`src/rtl/ram_arb_pkg.sv`:
```
// Shared types and constants for the two-master RAM arbiter.
// The optional RAM_ARB_STATS_EN build adds grant/conflict statistics counters.
package ram_arb_pkg;

    typedef enum logic [1:0] {
        IDLE = 2'd0,
        OWN0 = 2'd1,
        OWN1 = 2'd2
    } arb_state_t;

    localparam logic M0 = 1'b0;
    localparam logic M1 = 1'b1;

    localparam int HOLD_MAX_MIN = 1;
    localparam int HOLD_MAX_MAX = 15;
    localparam int CNT_W        = 4;

    function automatic bit hold_max_ok(input int h);
        return (h >= HOLD_MAX_MIN) && (h <= HOLD_MAX_MAX);
    endfunction

endpackage

```
`src/rtl/ram_arb_rr_pick.sv`:
```
// Combinational hold-limited round-robin decision: grant, next owner and hold count.
module ram_arb_rr_pick
    import ram_arb_pkg::*;
#(
    parameter int HOLD_MAX = 4
) (
    input  arb_state_t         state,
    input  logic               req0,
    input  logic               req1,
    input  logic [CNT_W-1:0]   cnt,
    input  logic               last_owner,
    output logic               gnt0,
    output logic               gnt1,
    output arb_state_t         next_state,
    output logic [CNT_W-1:0]   next_cnt,
    output logic               next_last
);

    // An out-of-range HOLD_MAX falls back to the largest legal run length.
    localparam logic [CNT_W-1:0] HOLD_LIM =
        CNT_W'(hold_max_ok(HOLD_MAX) ? HOLD_MAX : HOLD_MAX_MAX);

    logic own_id_s;
    logic own_req_s;
    logic oth_req_s;
    logic pick_s;
    logic pick_id_s;

    // Next-owner decision for the current cycle.
    always_comb begin
        pick_s     = 1'b0;
        pick_id_s  = M0;
        next_state = state;
        next_cnt   = cnt;
        next_last  = last_owner;
        own_id_s   = (state == OWN1) ? M1 : M0;
        own_req_s  = own_id_s ? req1 : req0;
        oth_req_s  = own_id_s ? req0 : req1;
        case (state)
            IDLE: begin
                if (req0 && req1) begin
                    pick_s    = 1'b1;
                    pick_id_s = (last_owner == M1) ? M0 : M1;
                    next_cnt  = CNT_W'(1);
                end else if (req0 || req1) begin
                    pick_s    = 1'b1;
                    pick_id_s = req1 ? M1 : M0;
                    next_cnt  = '0;
                end else begin
                    next_cnt  = '0;
                end
                if (pick_s) begin
                    next_state = pick_id_s ? OWN1 : OWN0;
                end else begin
                    next_state = IDLE;
                end
            end
            OWN0, OWN1: begin
                if (own_req_s && !(oth_req_s && (cnt == HOLD_LIM))) begin
                    pick_s    = 1'b1;
                    pick_id_s = own_id_s;
                    if (!oth_req_s) begin
                        next_cnt = '0;
                    end else if (cnt >= HOLD_LIM) begin
                        next_cnt = HOLD_LIM;
                    end else begin
                        next_cnt = cnt + CNT_W'(1);
                    end
                end else if (oth_req_s) begin
                    pick_s     = 1'b1;
                    pick_id_s  = ~own_id_s;
                    next_state = own_id_s ? OWN0 : OWN1;
                    next_cnt   = CNT_W'(1);
                end else begin
                    next_state = IDLE;
                    next_last  = own_id_s;
                    next_cnt   = '0;
                end
            end
            default: begin
                next_state = IDLE;
                next_cnt   = '0;
            end
        endcase
        gnt0 = pick_s && (pick_id_s == M0);
        gnt1 = pick_s && (pick_id_s == M1);
    end

endmodule

```
`src/rtl/ram_arbiter.sv`:
```
// Two-master arbiter in front of a single-port RAM; reads return one cycle after grant.
// Define RAM_ARB_STATS_EN to add the stat_gnt0/stat_gnt1/stat_conflict counters.
module ram_arbiter
    import ram_arb_pkg::*;
#(
    parameter int AW       = 10,
    parameter int DW       = 32,
    parameter int HOLD_MAX = 4
) (
    input  logic              clk,
    input  logic              rstn,
    input  logic              m0_req,
    input  logic [DW/8-1:0]   m0_we,
    input  logic [AW-1:0]     m0_addr,
    input  logic [DW-1:0]     m0_wdata,
    output logic              m0_gnt,
    output logic              m0_rvalid,
    output logic [DW-1:0]     m0_rdata,
    input  logic              m1_req,
    input  logic [DW/8-1:0]   m1_we,
    input  logic [AW-1:0]     m1_addr,
    input  logic [DW-1:0]     m1_wdata,
    output logic              m1_gnt,
    output logic              m1_rvalid,
    output logic [DW-1:0]     m1_rdata,
    output logic [AW-1:0]     ram_addr,
    output logic [DW/8-1:0]   ram_wea,
    output logic [DW-1:0]     ram_dina,
    input  logic [DW-1:0]     ram_douta
`ifdef RAM_ARB_STATS_EN
    ,
    output logic [31:0]       stat_gnt0,
    output logic [31:0]       stat_gnt1,
    output logic [31:0]       stat_conflict
`endif
);

    arb_state_t         state_r;
    arb_state_t         next_state_s;
    logic [CNT_W-1:0]   cnt_r;
    logic [CNT_W-1:0]   next_cnt_s;
    logic               last_r;
    logic               next_last_s;
    logic               pick_gnt0_s;
    logic               pick_gnt1_s;
    logic [AW-1:0]      addr_r;
    logic [DW-1:0]      dina_r;
    logic               rd_pend_r;
    logic               rd_id_r;
    logic [DW-1:0]      rdata0_r;
    logic [DW-1:0]      rdata1_r;

    ram_arb_rr_pick #(.HOLD_MAX(HOLD_MAX)) u_pick (
        .state      (state_r),
        .req0       (m0_req),
        .req1       (m1_req),
        .cnt        (cnt_r),
        .last_owner (last_r),
        .gnt0       (pick_gnt0_s),
        .gnt1       (pick_gnt1_s),
        .next_state (next_state_s),
        .next_cnt   (next_cnt_s),
        .next_last  (next_last_s)
    );

    // Grants are suppressed while reset is held so no RAM write can leak out.
    assign m0_gnt = pick_gnt0_s & rstn;
    assign m1_gnt = pick_gnt1_s & rstn;

    assign m0_rvalid = rd_pend_r && (rd_id_r == M0);
    assign m1_rvalid = rd_pend_r && (rd_id_r == M1);
    assign m0_rdata  = m0_rvalid ? ram_douta : rdata0_r;
    assign m1_rdata  = m1_rvalid ? ram_douta : rdata1_r;

    // RAM port mux: granted master drives, otherwise hold address/data and write nothing.
    always_comb begin
        ram_addr = addr_r;
        ram_wea  = '0;
        ram_dina = dina_r;
        if (m0_gnt) begin
            ram_addr = m0_addr;
            ram_wea  = m0_we;
            ram_dina = m0_wdata;
        end else if (m1_gnt) begin
            ram_addr = m1_addr;
            ram_wea  = m1_we;
            ram_dina = m1_wdata;
        end else begin
            ram_wea  = '0;
        end
    end

    // Arbitration state, held RAM port values and read-return tracking.
    always_ff @(posedge clk or negedge rstn) begin
        if (!rstn) begin
            state_r   <= IDLE;
            cnt_r     <= '0;
            last_r    <= M1;
            addr_r    <= '0;
            dina_r    <= '0;
            rd_pend_r <= 1'b0;
            rd_id_r   <= M0;
            rdata0_r  <= '0;
            rdata1_r  <= '0;
        end else begin
            state_r   <= next_state_s;
            cnt_r     <= next_cnt_s;
            last_r    <= next_last_s;
            if (m0_gnt || m1_gnt) begin
                addr_r <= ram_addr;
                dina_r <= ram_dina;
            end
            rd_pend_r <= (m0_gnt && (m0_we == '0)) || (m1_gnt && (m1_we == '0));
            rd_id_r   <= m1_gnt ? M1 : M0;
            if (m0_rvalid) begin
                rdata0_r <= ram_douta;
            end
            if (m1_rvalid) begin
                rdata1_r <= ram_douta;
            end
        end
    end

`ifdef RAM_ARB_STATS_EN
    // Free-running grant and conflict counters, wrapping modulo 2^32.
    always_ff @(posedge clk or negedge rstn) begin
        if (!rstn) begin
            stat_gnt0     <= 32'd0;
            stat_gnt1     <= 32'd0;
            stat_conflict <= 32'd0;
        end else begin
            if (m0_gnt) begin
                stat_gnt0 <= stat_gnt0 + 32'd1;
            end
            if (m1_gnt) begin
                stat_gnt1 <= stat_gnt1 + 32'd1;
            end
            if (m0_req && m1_req) begin
                stat_conflict <= stat_conflict + 32'd1;
            end
        end
    end
`endif

endmodule
```
`config.mk`:
```
export PLATFORM = sky130hd
export DESIGN_NAME = ram_arbiter
export DESIGN_NICKNAME = d
export VERILOG_FILES = /design/src/rtl/ram_arb_pkg.sv /design/src/rtl/ram_arb_rr_pick.sv /design/src/rtl/ram_arbiter.sv
export SDC_FILE = /design/constraint.sdc
export NUM_CORES = 1
export LEC_CHECK = 0
export CAP_MARGIN = 0
export CELL_PAD_IN_SITES_DETAIL_PLACEMENT = 1
export CELL_PAD_IN_SITES_GLOBAL_PLACEMENT = 1
export CORE_MARGIN = 10
export CORE_UTILIZATION = 35
export CTS_CLUSTER_SIZE = 28
export DETAILED_ROUTE_END_ITERATION = 12
export GPL_ROUTABILITY_DRIVEN = 1
export MAX_ROUTING_LAYER = met4
export PLACE_DENSITY_LB_ADDON = 0.1
export SLEW_MARGIN = 20
export SYNTH_ARGS = -nofsm -noshare
export SYNTH_HDL_FRONTEND = slang
export SYNTH_HIERARCHICAL = 1
export SYNTH_SLANG_ARGS = --single-unit
```
`constraint.sdc`:
```
create_clock -name clk -period 6.4 [get_ports clk]
set_input_delay 1.92 -clock clk [delete_from_list [all_inputs] [get_ports clk]]
set_output_delay 1.92 -clock clk [all_outputs]
set_load 0.02 [all_outputs]
```
==> flow_summary.yaml <==
final_layout:
  final_cell_mix: "193 x clkdlybuf4s50_1, 114 x dfrtp_1, 87 x nor2_1"
  drive_gt1_share_pct: 20.1
  fin_nets: 874
  n_antenna_cell: 0
  fin_util_pct: 57.6
  nFillCells: 1671
  synthToLayoutAreaGrowth_pct: 61.7
  multiInputGateArea_um2: 2520
  seq_area_um2: 2880
  fin_area_um2: 9160
  final_common_cell: "clkdlybuf4s50_1"
  finalNonFillerCells: 969
power_and_ir_drop:
  peakVddDrop_mv: 0.278
  power.density_nw_per_um2: 549
  p_leak_nw: 3.96
worst_setup_path:
  cp_num_cells: 10
  critPathSlowestCell: "clkdlybuf4s50_1"
  critPathMaxStageDelay_ps: 450
  critPathCaptureType: "output port"
  cp_max_fo: 15
  worstPathCellList: "clkdlybuf4s50_1, or3b_1, nand3b_1, a21oi_1, o211a_1, or2_4, buf_12, o32ai_2, nor2_1, dlygate4sd2_1"
  crit_end: "ram_dina[23]"
  reg2reg_depth: 12
  crit_type: "in -> out"
  crit_path_start: "m0_req"
  arrival_ps: 4340
  path_delay_family: "buffers and inverters"
  crit_buf_inv: 3
  start_kind: "input pin"
  cp.required_ps: 4480
  r2r_start: "state_r[0]"
  reg2reg_setup_slack_ps: 3640
  rr_endpoint: "dina_r[0]"
synthesis:
  yosys.area.top_type: "dfrtp_1"
  ys_dominant_reg_cell: "dfrtp_1"
  async_reset_ff_share_pct: 100
  synth_edf_count: 0
  syn_area_per_cell_um2: 12.2
  ys_seq_elements: 115
  syn_inst: 464
  ys_seq_area_share_pct: 50.8
  synth_nets: 598
  yosys.area.top_type_share_pct: 50.4
  yosysWarnings: 6
  synth_cell_types: 44
  synth_area_um2: 5660
  synthTopCellsByArea: "dfrtp_1 50%, o32ai_2 11%, mux2_1 9.5%"
clocking:
  cts.htree.levels: 4
  clkLatencyLatePin_ps: 410
  cts_sinks: 115
  clk_pin_slew_worst_paths_ps: 50
  cts-root-buf: "clkbuf_16"
  clockBufferDepth: 2
  cts_buffers: 17
  cts_setup_buffers: 0
  cts_tree: "done"
global_route:
  overflow: 0
  grt_pass1_vias: 5574
  grt-busiest-layer: "met2"
  grt_max_degree: 65
  antenna_found_initial: 0
  grt_first_pass_wirelength_mm: 32.5
  globalRouteTotalUtil_pct: 19.4
  grt_util_met3_pct: 7.00
  met2_usage_pct: 33.3
  use_met1_pct: 21.1
die:
  core_area_um2: 15900
  dieArea_um2: 21700
  start_util_pct: 35.6
  rows: 46
  die_h_um: 147
  num_io_pins: 242
  die_w_um: 147
detailed_routing:
  first_pass_iters: 4
  ant_nets: 0
  num_vias: 4946
  totalWireLength_mm: 20.6
  vias_per_cell: 5.10
  first_iter_violations: 145
  route.detailed.drc: 0
  routedWlPerCell_um: 21.2
timing:
  hold_violations: 0
  post-route-period-util_pct: 97.9
  fmax_mhz: 160
  finalClockSkew_ps: 5.12
  grt_setup_unrepaired: "no"
  finalCriticalPeriod_ps: 6260
  worst_pin_slew_ps: 1040
  finalSetupViolations: 0
  timing.hold.ws_ps: 483
  max-slew-margin-rel_pct: 30.3
  slew_violations: 0
  final.setup.tns_ps: 0
place:
  dpl_cell_area_um2: 8600
  dp.cells: 937
  port_buffers: 241
  hpwl_mm: 16.0
  gp_congestion: 0.768
status:
  outcome: "completed"
flow_run:
  maxCapViolCount: 0
hold_path:
  worstHoldPathType: "reg -> reg"
## metrics by stage
step / total power [W] / setup WS [ps]
after floorplan: 0.00287 / 938
after global placement: 0.00415 / -132
after detailed placement: 0.00427 / -177
after CTS: 0.00508 / 37.4
after global routing: 0.00535 / 17.5
final: 0.00502 / 136
## layer usage
layer	share of wire [%]	vias to the layer above
met2	52	163
met4	1.0	0
li1	-	2271
met5	0	-
met3	7.2	18
met1	40	2494
## registers in the layout, summed over array words and instances, names as in the netlist
signal     cells
addr_r        10
cnt_r          4
dina_r        32
last_r         1
rd_id_r        1
rd_pend_r      1
rdata0_r      32
rdata1_r      32
state_r        2
## cell type report
type / instances / area share (%)
clock buffer: 17 / 4.65
clock inverter: 15 / 1.87
inverter: 12 / 0.492
multi-input combinational: 304 / 27.5
sequential: 115 / 31.4
tap: 216 / 2.95
timing repair buffer: 290 / 31.1
## where the power goes
group	internal [W]	switching (W)	total, W
Clock	0.000585	0.000375	0.000960
Sequential	0.00102	0.000146	0.00117
Combinational	0.00129	0.00160	0.00290
## cells in the mapped netlist, drive strengths merged, types with 3 or more instances
master / instances
dfrtp: 114
nor2: 87
mux2: 65
o22ai: 44
o32ai: 42
buf: 33
inv: 12
a21oi: 9
nand2: 8
nor2b: 8
ha: 6
o21ai: 5
a22oi: 4
a2bb2oi: 3
## what timing repair did
action	CTS	global route
gates resized for setup	46	6
hold buffers	0	0
endpoints found under the setup margin	46	41
## cells by family after synthesis
kind of cell,synth area share [%]
AOI/OAI and AO/OA,20.3
and+or+nand+nor,9.01
DFF,50.8
muxes,13.2
buffers and inverters,5.24
adders and majority gates,1.33
other,0.0662
## worst min path at each step
stage,slack (ps),endpoint,from,cells past startpoint
2_1_floorplan,490,last_r,last_r,2
3_3_place_gp,460,rdata0_r[19],rdata0_r[19],1
3_5_place_dp,470,rdata0_r[7],rdata0_r[7],1
4_1_cts,480,rdata0_r[20],rdata0_r[20],1
5_1_grt,500,rdata0_r[21],rdata0_r[21],1
6_report,480,rdata0_r[20],rdata0_r[20],1
Note: power is estimated with default switching activity, not from simulation.
